$ cat src/rtl/uart_pkg.sv
// Shared definitions for the parametrised UART: parity modes, FSM encodings
// and the frame parity helper used by both the transmitter and the receiver.
`timescale 1ns/1ps
package uart_pkg;

    localparam int PARITY_NONE = 0;
    localparam int PARITY_ODD  = 1;
    localparam int PARITY_EVEN = 2;

    typedef enum logic [2:0] {
        TX_IDLE  = 3'd0,
        TX_START = 3'd1,
        TX_DATA  = 3'd2,
        TX_PAR   = 3'd3,
        TX_STOP  = 3'd4
    } tx_state_e;

    typedef enum logic [2:0] {
        RX_IDLE  = 3'd0,
        RX_START = 3'd1,
        RX_DATA  = 3'd2,
        RX_PAR   = 3'd3,
        RX_STOP  = 3'd4
    } rx_state_e;

    // Narrower frames are zero-extended by the caller, which leaves the XOR unchanged.
    function automatic logic calc_parity(input logic [7:0] data, input int mode);
        logic par;
        if (mode == PARITY_EVEN) begin
            par = ^data;
        end else if (mode == PARITY_ODD) begin
            par = ~^data;
        end else begin
            par = 1'b0;
        end
        return par;
    endfunction

endpackage

$ cat src/rtl/uart_sync_fifo.sv
// Pointer+count synchronous FIFO. Push and pop may coincide at any fill level;
// a push while full is accepted only when a pop frees a slot in the same cycle.
`timescale 1ns/1ps
module uart_sync_fifo #(
    parameter int WIDTH = 8,
    parameter int DEPTH = 8
) (
    input  logic             clk,
    input  logic             rst,
    input  logic             push,
    input  logic [WIDTH-1:0] wdata,
    input  logic             pop,
    output logic [WIDTH-1:0] rdata,
    output logic             full,
    output logic             empty
);

    localparam int AW = $clog2(DEPTH);
    localparam logic [AW:0] DEPTH_C = (AW+1)'(DEPTH);

    logic [WIDTH-1:0] mem_q [DEPTH];
    logic [WIDTH-1:0] mem_d [DEPTH];
    logic [AW-1:0]    wr_ptr_q, wr_ptr_d;
    logic [AW-1:0]    rd_ptr_q, rd_ptr_d;
    logic [AW:0]      count_q, count_d;
    logic             do_push_s, do_pop_s;

    assign full  = (count_q == DEPTH_C);
    assign empty = (count_q == '0);
    assign rdata = mem_q[rd_ptr_q];

    // Next-state for storage, pointers and fill count.
    always_comb begin
        do_pop_s  = pop & ~empty;
        do_push_s = push & (~full | do_pop_s);
        mem_d     = mem_q;
        if (do_push_s) begin
            mem_d[wr_ptr_q] = wdata;
            wr_ptr_d        = wr_ptr_q + 1'b1;
        end else begin
            wr_ptr_d        = wr_ptr_q;
        end
        if (do_pop_s) begin
            rd_ptr_d = rd_ptr_q + 1'b1;
        end else begin
            rd_ptr_d = rd_ptr_q;
        end
        case ({do_push_s, do_pop_s})
            2'b10:   count_d = count_q + 1'b1;
            2'b01:   count_d = count_q - 1'b1;
            default: count_d = count_q;
        endcase
    end

    // State registers; storage is cleared so the head reads zero out of reset.
    always_ff @(posedge clk) begin
        if (rst) begin
            for (int i = 0; i < DEPTH; i++) begin
                mem_q[i] <= '0;
            end
            wr_ptr_q <= '0;
            rd_ptr_q <= '0;
            count_q  <= '0;
        end else begin
            mem_q    <= mem_d;
            wr_ptr_q <= wr_ptr_d;
            rd_ptr_q <= rd_ptr_d;
            count_q  <= count_d;
        end
    end

endmodule

$ cat src/rtl/uart_fifo_core.sv
// Full-duplex UART with configurable frame format, TX/RX FIFOs, sticky error
// flags and level interrupts. data_in/data_out are the board RX/TX pins.
`timescale 1ns/1ps
module uart_fifo_core #(
    parameter int BAUD_DIV   = 16,
    parameter int DATA_BITS  = 8,
    parameter int PARITY     = 0,
    parameter int STOP_BITS  = 1,
    parameter int FIFO_DEPTH = 8
) (
    input  logic                 clk,
    input  logic                 rst,
    input  logic                 data_in,
    output logic                 data_out,
    input  logic [DATA_BITS-1:0] tx_data,
    input  logic                 tx_valid,
    output logic                 tx_ready,
    output logic [DATA_BITS-1:0] rx_data,
    output logic                 rx_valid,
    input  logic                 rx_ready,
    output logic                 err_parity,
    output logic                 err_frame,
    output logic                 err_overrun,
    input  logic                 err_clr,
    output logic                 Int_T_show,
    output logic                 int_r
);

    import uart_pkg::*;

    localparam int CW = $clog2(BAUD_DIV);
    localparam int BW = $clog2(DATA_BITS) + 1;
    localparam logic [CW-1:0] BAUD_LAST = CW'(BAUD_DIV - 1);
    localparam logic [CW-1:0] BAUD_MID  = CW'(BAUD_DIV / 2 - 1);
    localparam logic [BW-1:0] DATA_LAST = BW'(DATA_BITS - 1);
    localparam logic [BW-1:0] STOP_LAST = BW'(STOP_BITS - 1);

    tx_state_e            tx_state_q, tx_state_d;
    logic [CW-1:0]        tx_cnt_q, tx_cnt_d;
    logic [BW-1:0]        tx_bit_q, tx_bit_d;
    logic [DATA_BITS-1:0] tx_shift_q, tx_shift_d;
    logic                 tx_par_q, tx_par_d;
    logic                 data_out_q, data_out_d;
    logic                 tx_pop_s, tx_tick_s, tx_full_s, tx_empty_s;
    logic [DATA_BITS-1:0] tx_head_s;

    rx_state_e            rx_state_q, rx_state_d;
    logic [CW-1:0]        rx_cnt_q, rx_cnt_d;
    logic [BW-1:0]        rx_bit_q, rx_bit_d;
    logic [DATA_BITS-1:0] rx_shift_q, rx_shift_d;
    logic                 rx_par_q, rx_par_d;
    logic                 sync1_q, sync2_q, rx_prev_q;
    logic                 rx_push_s, rx_tick_s, rx_full_s, rx_empty_s;
    logic                 set_par_s, set_frame_s, set_ovr_s;
    logic                 err_parity_q, err_parity_d;
    logic                 err_frame_q, err_frame_d;
    logic                 err_overrun_q, err_overrun_d;

    uart_sync_fifo #(.WIDTH(DATA_BITS), .DEPTH(FIFO_DEPTH)) u_tx_fifo (
        .clk   (clk),
        .rst   (rst),
        .push  (tx_valid),
        .wdata (tx_data),
        .pop   (tx_pop_s),
        .rdata (tx_head_s),
        .full  (tx_full_s),
        .empty (tx_empty_s)
    );

    uart_sync_fifo #(.WIDTH(DATA_BITS), .DEPTH(FIFO_DEPTH)) u_rx_fifo (
        .clk   (clk),
        .rst   (rst),
        .push  (rx_push_s),
        .wdata (rx_shift_q),
        .pop   (rx_ready),
        .rdata (rx_data),
        .full  (rx_full_s),
        .empty (rx_empty_s)
    );

    // Transmit FSM: next state, bit timing and registered line level.
    always_comb begin
        tx_state_d = tx_state_q;
        tx_cnt_d   = tx_cnt_q;
        tx_bit_d   = tx_bit_q;
        tx_shift_d = tx_shift_q;
        tx_par_d   = tx_par_q;
        tx_pop_s   = 1'b0;
        tx_tick_s  = (tx_cnt_q == BAUD_LAST);
        if (tx_state_q == TX_IDLE || tx_tick_s) begin
            tx_cnt_d = '0;
        end else begin
            tx_cnt_d = tx_cnt_q + 1'b1;
        end
        case (tx_state_q)
            TX_IDLE: begin
                if (!tx_empty_s) begin
                    tx_pop_s   = 1'b1;
                    tx_shift_d = tx_head_s;
                    tx_par_d   = calc_parity(8'(tx_head_s), PARITY);
                    tx_bit_d   = '0;
                    tx_state_d = TX_START;
                end else begin
                    tx_state_d = TX_IDLE;
                end
            end
            TX_START: begin
                if (tx_tick_s) begin
                    tx_bit_d   = '0;
                    tx_state_d = TX_DATA;
                end else begin
                    tx_state_d = TX_START;
                end
            end
            TX_DATA: begin
                if (tx_tick_s) begin
                    tx_shift_d = tx_shift_q >> 1;
                    if (tx_bit_q == DATA_LAST) begin
                        tx_bit_d   = '0;
                        tx_state_d = (PARITY != PARITY_NONE) ? TX_PAR : TX_STOP;
                    end else begin
                        tx_bit_d   = tx_bit_q + 1'b1;
                    end
                end else begin
                    tx_state_d = TX_DATA;
                end
            end
            TX_PAR: begin
                if (tx_tick_s) begin
                    tx_bit_d   = '0;
                    tx_state_d = TX_STOP;
                end else begin
                    tx_state_d = TX_PAR;
                end
            end
            TX_STOP: begin
                if (tx_tick_s && tx_bit_q == STOP_LAST) begin
                    // Back-to-back: the next frame's start bit follows the last stop bit directly.
                    if (!tx_empty_s) begin
                        tx_pop_s   = 1'b1;
                        tx_shift_d = tx_head_s;
                        tx_par_d   = calc_parity(8'(tx_head_s), PARITY);
                        tx_bit_d   = '0;
                        tx_state_d = TX_START;
                    end else begin
                        tx_state_d = TX_IDLE;
                    end
                end else if (tx_tick_s) begin
                    tx_bit_d = tx_bit_q + 1'b1;
                end else begin
                    tx_state_d = TX_STOP;
                end
            end
            default: begin
                tx_state_d = TX_IDLE;
            end
        endcase
        case (tx_state_d)
            TX_START: data_out_d = 1'b0;
            TX_DATA:  data_out_d = tx_shift_d[0];
            TX_PAR:   data_out_d = tx_par_d;
            default:  data_out_d = 1'b1;
        endcase
    end

    // Receive FSM: start detection, mid-bit sampling, push and error detection.
    always_comb begin
        rx_state_d  = rx_state_q;
        rx_cnt_d    = rx_cnt_q;
        rx_bit_d    = rx_bit_q;
        rx_shift_d  = rx_shift_q;
        rx_par_d    = rx_par_q;
        rx_push_s   = 1'b0;
        set_par_s   = 1'b0;
        set_frame_s = 1'b0;
        set_ovr_s   = 1'b0;
        rx_tick_s   = (rx_cnt_q == BAUD_LAST);
        case (rx_state_q)
            RX_IDLE: begin
                rx_cnt_d = '0;
                if (rx_prev_q && !sync2_q) begin
                    rx_state_d = RX_START;
                end else begin
                    rx_state_d = RX_IDLE;
                end
            end
            RX_START: begin
                if (rx_cnt_q == BAUD_MID) begin
                    rx_cnt_d   = '0;
                    rx_bit_d   = '0;
                    rx_state_d = sync2_q ? RX_IDLE : RX_DATA;
                end else begin
                    rx_cnt_d   = rx_cnt_q + 1'b1;
                end
            end
            RX_DATA: begin
                if (rx_tick_s) begin
                    rx_cnt_d   = '0;
                    rx_shift_d = {sync2_q, rx_shift_q[DATA_BITS-1:1]};
                    if (rx_bit_q == DATA_LAST) begin
                        rx_state_d = (PARITY != PARITY_NONE) ? RX_PAR : RX_STOP;
                    end else begin
                        rx_bit_d   = rx_bit_q + 1'b1;
                    end
                end else begin
                    rx_cnt_d = rx_cnt_q + 1'b1;
                end
            end
            RX_PAR: begin
                if (rx_tick_s) begin
                    rx_cnt_d   = '0;
                    rx_par_d   = sync2_q;
                    rx_state_d = RX_STOP;
                end else begin
                    rx_cnt_d   = rx_cnt_q + 1'b1;
                end
            end
            RX_STOP: begin
                if (rx_tick_s) begin
                    rx_cnt_d    = '0;
                    rx_state_d  = RX_IDLE;
                    rx_push_s   = 1'b1;
                    set_frame_s = ~sync2_q;
                    set_par_s   = (PARITY != PARITY_NONE) &&
                                  (rx_par_q != calc_parity(8'(rx_shift_q), PARITY));
                    set_ovr_s   = rx_full_s & ~rx_ready;
                end else begin
                    rx_cnt_d    = rx_cnt_q + 1'b1;
                end
            end
            default: begin
                rx_state_d = RX_IDLE;
            end
        endcase
        err_parity_d  = set_par_s   | (err_parity_q  & ~err_clr);
        err_frame_d   = set_frame_s | (err_frame_q   & ~err_clr);
        err_overrun_d = set_ovr_s   | (err_overrun_q & ~err_clr);
    end

    // State registers for both directions, the RX synchroniser and error flags.
    always_ff @(posedge clk) begin
        if (rst) begin
            tx_state_q    <= TX_IDLE;
            tx_cnt_q      <= '0;
            tx_bit_q      <= '0;
            tx_shift_q    <= '0;
            tx_par_q      <= 1'b0;
            data_out_q    <= 1'b1;
            rx_state_q    <= RX_IDLE;
            rx_cnt_q      <= '0;
            rx_bit_q      <= '0;
            rx_shift_q    <= '0;
            rx_par_q      <= 1'b0;
            sync1_q       <= 1'b1;
            sync2_q       <= 1'b1;
            rx_prev_q     <= 1'b1;
            err_parity_q  <= 1'b0;
            err_frame_q   <= 1'b0;
            err_overrun_q <= 1'b0;
        end else begin
            tx_state_q    <= tx_state_d;
            tx_cnt_q      <= tx_cnt_d;
            tx_bit_q      <= tx_bit_d;
            tx_shift_q    <= tx_shift_d;
            tx_par_q      <= tx_par_d;
            data_out_q    <= data_out_d;
            rx_state_q    <= rx_state_d;
            rx_cnt_q      <= rx_cnt_d;
            rx_bit_q      <= rx_bit_d;
            rx_shift_q    <= rx_shift_d;
            rx_par_q      <= rx_par_d;
            sync1_q       <= data_in;
            sync2_q       <= sync1_q;
            rx_prev_q     <= sync2_q;
            err_parity_q  <= err_parity_d;
            err_frame_q   <= err_frame_d;
            err_overrun_q <= err_overrun_d;
        end
    end

    assign data_out    = data_out_q;
    assign tx_ready    = ~tx_full_s;
    assign rx_valid    = ~rx_empty_s;
    assign err_parity  = err_parity_q;
    assign err_frame   = err_frame_q;
    assign err_overrun = err_overrun_q;
    assign Int_T_show  = tx_empty_s & (tx_state_q == TX_IDLE);
    assign int_r       = ~rx_empty_s | err_parity_q | err_frame_q | err_overrun_q;

endmodule
$ cat config.mk
export PLATFORM = sky130hd
export DESIGN_NAME = uart_fifo_core
export DESIGN_NICKNAME = d
export VERILOG_FILES = /design/src/rtl/uart_pkg.sv /design/src/rtl/uart_sync_fifo.sv /design/src/rtl/uart_fifo_core.sv
export SDC_FILE = /design/constraint.sdc
export NUM_CORES = 1
export LEC_CHECK = 0
export CORE_MARGIN = 1
export CORE_UTILIZATION = 40
export DETAILED_ROUTE_END_ITERATION = 16
export PLACE_DENSITY = 0.6
export SETUP_SLACK_MARGIN = 0.3
export SLEW_MARGIN = 20
export SYNTH_ARGS = -nofsm -noshare
export SYNTH_HDL_FRONTEND = slang
export SYNTH_SLANG_ARGS = --single-unit
export TNS_END_PERCENT = 10
$ cat constraint.sdc
create_clock -name clk -period 3.6 [get_ports clk]
set_input_delay 0.72 -clock clk [delete_from_list [all_inputs] [get_ports clk]]
set_output_delay 0.72 -clock clk [all_outputs]
set_load 0.005 [all_outputs]
==> out/results.ini, run 1 <==
[clocking]
clock-sinks = 194
cts_made_buffers = 17
path_clk_slew_ns = 0.07
clock-root-buffer = clkbuf_16
clock_latency_ns = 0.44
cts_tree = yes
hold_buffers = 0
cts_setup_buffers = 0
post_cts_resized = 0
cts_buffer_depth = 2
ctsHtreeMaxLevel = 4

[placement]
hpwlAfterDp_mm = 12.44
place_inst = 1217
place.gp.congestion = 0.8152
io_buffers = 29

[logic_synthesis]
synthTopCellsByCount = dfxtp_1, nand2_1, nor2_1
netlist_area_um2 = 8910
synth_flop_cell = dfxtp_1
yosysTopAreaCellShare_pct = 43.59
mappedNetlistNets = 1002
yosysSeqAreaShare_pct = 43.59
syn-instance-count = 972
synth_top_area_cell = dfxtp_1
yosysWarnings = 0
synth_most_common_cell = dfxtp_1
synthTopCellsByArea = dfxtp_1, mux2i_1, mux4_2, nand2_1, a21oi_1
synth_edf_count = 0
synth-seq-cells = 194
syn_area_per_cell_um2 = 9.166
yosysUniqueCellTypes = 64
synthArstFlopShare_pct = 0

[critical_path]
crit_fanout = 18
start_kind = flip-flop
ff2ff_setup_slack_ns = 0.55
crit_arrival_ns = 2.41
crit_chain = buf_4, mux4_2, mux2_2, clkdlybuf4s50_1
slowest_stage = mux4_2
cp.required_ns = 2.88
slowest_delay_ns = 0.59
path_class = reg2out
cp-end-kind = primary output

[detailed_routing]
drc = 0
wl_per_cell_um = 16.06
routed_via_density = 5.456
vias = 6814
drt_iter0_markers = 522
routed_wl_mm = 20.06
ant_nets = 0
dr.pass1.iters = 5

[sta]
fin_crit_sh_pct = 87.06
setup_violations = 0
hold_viol = 0
fmax_mhz = 319.1
setup-tns-final_ns = 0
max_slew.worst_pin.slew_ns = 1.088
rsz0062_at_grt = no
fin_skew_ns = 0.01350
max_slew_margin_pct = 27.46
slew_viol_final = 0
min_period_ns = 3.134

[global_route]
grt.total_usage_pct = 18.77
grt_max_degree = 142
grt_pass1_vias = 6347
overflow = 0
grt_pass1_wl_mm = 33.34
antenna_found_initial = 0

[power_and_ir_drop]
p_total_mw = 5.299
internal_power_mw = 3.651
p_leak_nw = 3.816
p_switching_mw = 1.647
combPwrFrac_pct = 20.4
switching_share_pct = 31.09
power_density_nw_per_um2 = 535.5
p_clk_share_pct = 34.9
ir_worst_vdd_v = 0.0004018
sequentialPowerShare_pct = 44.7

[floorplanning]
start_util_pct = 40.83
rows = 54
core_um2 = 21820
ios = 30
die_h_um = 151.2
die_w_um = 151.2
die_area_um2 = 22880

[outcome]
status = finished, final reports clean

[finish]
fillCellCount = 2144
area_delta_synth_final_pct = 11.05
instances_no_fill = 1249
drive_gt1_share_pct = 10.73
final_nets = 986
antennaDiodeCount = 0

[job]
maxCapViolations = 0

[hold_path]
hold_path_class = reg2reg

cell usage in the layout, fill, tap and decap left out, types with 3 or more instances in the layout:
cell and instances:
o2111ai_2 6, nand3_1 36, nand2b_1 4, nor3_1 14
nor2_1 129, inv_6 4, nand4_1 4, xnor2_1 7
xor2_1 11, o21ai_0 16, and3_1 10, inv_8 4
a31oi_1 3, a211oi_1 3, clkdlybuf4s50_1 28, inv_1 17
mux4_2 32, nor3b_1 3, nand3b_1 3, ha_1 14
nand2_1 139, or3_1 3, dfxtp_1 194, a32oi_1 3
clkbuf_16 17, a222oi_1 6, a21o_1 5, buf_4 11
or2_2 3, a21oi_1 100, mux2i_1 76, nor2b_1 6
a2111oi_0 3, mux2_2 10
critical path, delay by kind of cell (launching register included):
kind	cells	cell delay, ns
muxes	2	0.88
DFF	1	0.31
buffers and inverters	2	0.79
power by group through the flow:
stage	Clock [mW]	Combinational (mW)	Sequential [mW]
3_3_place_gp	0	1.08	2.41
4_1_cts	1.90	1.10	2.37
2_1_floorplan	0	0.880	2.35
3_5_place_dp	0	1.09	2.41
5_1_grt	1.99	1.22	2.38
6_report	1.85	1.08	2.37
state kept, by name (all words and copies together), names as in the netlist, 4 cells and up:
register,cells
rx_bit_q,4
tx_cnt_q,4
u_rx_fifo.mem_q,64
u_tx_fifo.count_q,4
u_rx_fifo.count_q,4
rx_shift_q,8
rx_cnt_q,4
u_tx_fifo.mem_q,64
tx_bit_q,4
tx_shift_q,8
stage by stage:
stage	hold slack, ns	area [µm²]	worst slack [ns]	utilization (%)
global route	0.4390	9894	0.3203	45.34
finish	0.4042	9894	0.4658	45.34
global placement	0.3976	9320	0.6821	42.71
detailed placement	0.3960	9320	0.5918	42.71
CTS	0.4110	9894	0.4204	45.34
floorplan	0.3895	8910	0.5833	-
layout make-up:
cell class | count | area (µm²) | area share, %
inverter | 18 | 67.56 | 0.6829
sequential | 194 | 3884 | 39.25
clock inverter | 14 | 145.1 | 1.467
clock buffer | 18 | 429.2 | 4.337
timing repair buffer | 40 | 374.1 | 3.781
multi-input combinational | 685 | 4644 | 46.94
tap | 280 | 350.3 | 3.541
worst paths after layout:
check | cells after the start | endpoint | startpoint
min | 1 | sync2_q$_SDFF_PP1_ | sync1_q$_SDFF_PP1_
max | 4 | rx_data[5] | u_rx_fifo.rd_ptr_q[0]$_SDFFE_PP0P_
max reg2reg | 13 | u_tx_fifo.count_q[3]$_SDFFE_PP0P_ | tx_bit_q[1]$_SDFFE_PP0P_
min reg2reg | 1 | sync2_q$_SDFF_PP1_ | sync1_q$_SDFF_PP1_
metal layers:
layer  vias to the layer above  track usage [%]  share of wire [%]  wire (µm)
met1                      3309            25.41                 48       9562
met4                         0            5.750               0.96        192
met3                        15            3.343                3.4        677
met2                       111            30.25                 48       9631
li1                       3379                -                  -          -
met5                         -                0                  0          0
logic make-up after synthesis:
| kind of cell | after synthesis | synth area share, % |
|---|---|---|
| DFF | 194 | 43.59 |
| and+or+nand+nor | 369 | 18.05 |
| AOI/OAI and AO/OA | 164 | 11.94 |
| adders and majority gates | 16 | 2.415 |
| xor gates and xnor gates | 18 | 1.769 |
| buffers and inverters | 93 | 4.353 |
| muxes | 118 | 17.89 |
No activity file was read; power rests on OpenSTA's default activity.
==> run 2: changes to the inputs <==
- CTS_CLUSTER_DIAMETER: not set -> 150
==> results of run 2 <==
The final DEF is identical to that of run 1; final timing and power are the same.
==> variant, RTL diff (flow settings as in run 2) <==
The parameter `DATA_BITS` goes from 8 to 16.
--- a/src/rtl/uart_fifo_core.sv
+++ b/src/rtl/uart_fifo_core.sv
@@ -5,3 +5,3 @@
     parameter int BAUD_DIV   = 16,
-    parameter int DATA_BITS  = 8,
+    parameter int DATA_BITS  = 16,
     parameter int PARITY     = 0,
Interface: changed (resized rx_data and tx_data); port bits go from 30 to 46. No check against the original RTL was run, so the function may have changed too.
==> variant against run 2 <==
  * Worst hold slack gained 0.024 ns
  * Area after synthesis grew 70%
  * Final area grew 75%
  * Routed wire length grew 78%
  * First-iteration DRC count grew 18%
  * Sequential cell count grew 146
  * Fmax shrank 2.4%
  * Setup slack lost 0.079 ns
  * Total power grew 74%
  * Final cell count grew 70%
  * Largest cell class unchanged
  * Highest routed layer is now met5
==> variant: results (changes against run 2) <==
Timing
  – Worst-Margin Slew: 1.12 ns (+0.0314 ns)
  – Fin Hold WS: 0.428 ns (+0.0241 ns)
  – Worst Skew: 0.0225 ns (+0.00904 ns)

Power and ir drop
  – P_leak: 6.28 nW (+64%)

Synthesis
  – Cell variety after synth: 76 (+19%)
  – Syn_nets: 1,652 (+65%)
  – Synth top area cells: dfxtp_1 (45%), mux4_2 (9.5%), mux2i_1 (8.7%)
  – Sequential share of the synthesized area: 0.450 (+0.0137)
  – Synth cell count leaders: dfxtp_1 (340), nand2_1 (310), nor2_1 (183)

Global route
  – Global-route wire length before repair: 58,700 um (+76%)
  – Vias in the first global route: 10,800 (+70%)
  – GRT Util Overall: 0.189 (+0.00111)
  – Initial antenna violation count: 2 (+2)

Placement
  – Post-DP Area: 15,900 sq um (+71%)
  – Post-DP HPWL: 20,400 um (+64%)
  – GPL Wtd Cong: 0.760 (-6.8%)
  – Port bufs: 45 (+55%)

Final layout
  – Layout net count: 1,634 (+66%)
  – Layout cells sized above 1: 0.142 (+0.0346)
  – Fillers: 3,522 (+64%)

Detailed routing
  – Initial DRC count: 615 (+18%)
  – Via-per-instance ratio: 5.22 (-4.3%)
  – Drt wl/cell: 16.8 um (+4.6%)

Setup path
  – Crit Path Max Fanout: 34 (+16)
  – Arrival time worst endpoint: 2.49 ns (+0.08 ns)
  – Max incr delay on CP: 0.46 ns (-0.13 ns)
  – Worst R2R Setup Slack: 0.58 ns (+0.03 ns)

Clocking
  – Total CTS buffers: 39 (+22)
  – Clock Path Buffers: 3 (+1)
  – Clk_lat worst skew: 0.54 ns (+0.10 ns)
  – H-Tree Depth: 2 (-2)

Run status
  – Status: finished clean
[variant: cells by family (layout without fill, tap and decap cells)]
| kind of cell | count (synthesis) | count (layout) | share of synthesized area |
|---|---|---|---|
| AOI/OAI and AO/OA | 232 | 232 | 0.0922 |
| and+or+nand+nor | 604 | 604 | 0.175 |
| muxes | 230 | 230 | 0.208 |
| xor gates and xnor gates | 19 | 19 | 0.0110 |
| DFF | 340 | 340 | 0.450 |
| buffers and inverters | 165 | 175 | 0.0474 |
| adders and majority gates | 20 | 20 | 0.0175 |
[variant: critical path, delay by kind of cell, from the launching register on]
| family | cells | cell delay (ns) |
|---|---|---|
| buffers and inverters | 2 | 0.92 |
| flip-flops | 1 | 0.30 |
| multiplexers | 2 | 0.71 |
[variant: metrics by stage]
stage                     setup WS (ns)  cells  utilization
after floorplan                   0.688   1610            -
after global placement            0.491   2055        0.431
after detailed placement          0.437   2055        0.431
after CTS                         0.310   2124        0.468
after global routing              0.285   2124        0.468
final                             0.387   2124        0.468
[variant: final cells by class]
type                       count  area share
inverter                      21     0.00455
multi-input combinational   1105       0.442
timing repair buffer          85      0.0455
clock buffer                  56      0.0677
clock inverter                13      0.0102
sequential                   340       0.393
tap                          504      0.0364
[variant: final timing paths]
kind,startpoint,endpoint,cells past startpoint
setup / recovery,u_rx_fifo.rd_ptr_q[1],rx_data[12],4
hold / removal,sync1_q,sync2_q,1
setup reg to reg,tx_bit_q[0],u_tx_fifo.count_q[3],12
hold reg to reg,sync1_q,sync2_q,1
[variant: metal layers]
layer / vias up / part of all wire / global-route usage
met4: 4 / 0.021 / 0.0576
met5: - / 0.00070 / 0
li1: 5495 / - / -
met1: 5343 / 0.46 / 0.257
met2: 192 / 0.47 / 0.308
met3: 56 / 0.043 / 0.0291
[variant: timing repair]
action | in CTS | in global routing
setup buffers | 0 | 0
gates cloned | 0 | 0
endpoints found under the setup margin | 11 | 8
resized for setup | 1 | 3
[variant: power breakdown]
part           total [mW]  switching [mW]  leakage (nW)  internal [mW]
logic                1.09           0.595          2.87          0.497
registers            4.00           0.130          2.75           3.87
clock network        4.11            1.56         0.658           2.55
total                9.21            2.29          6.28           6.92
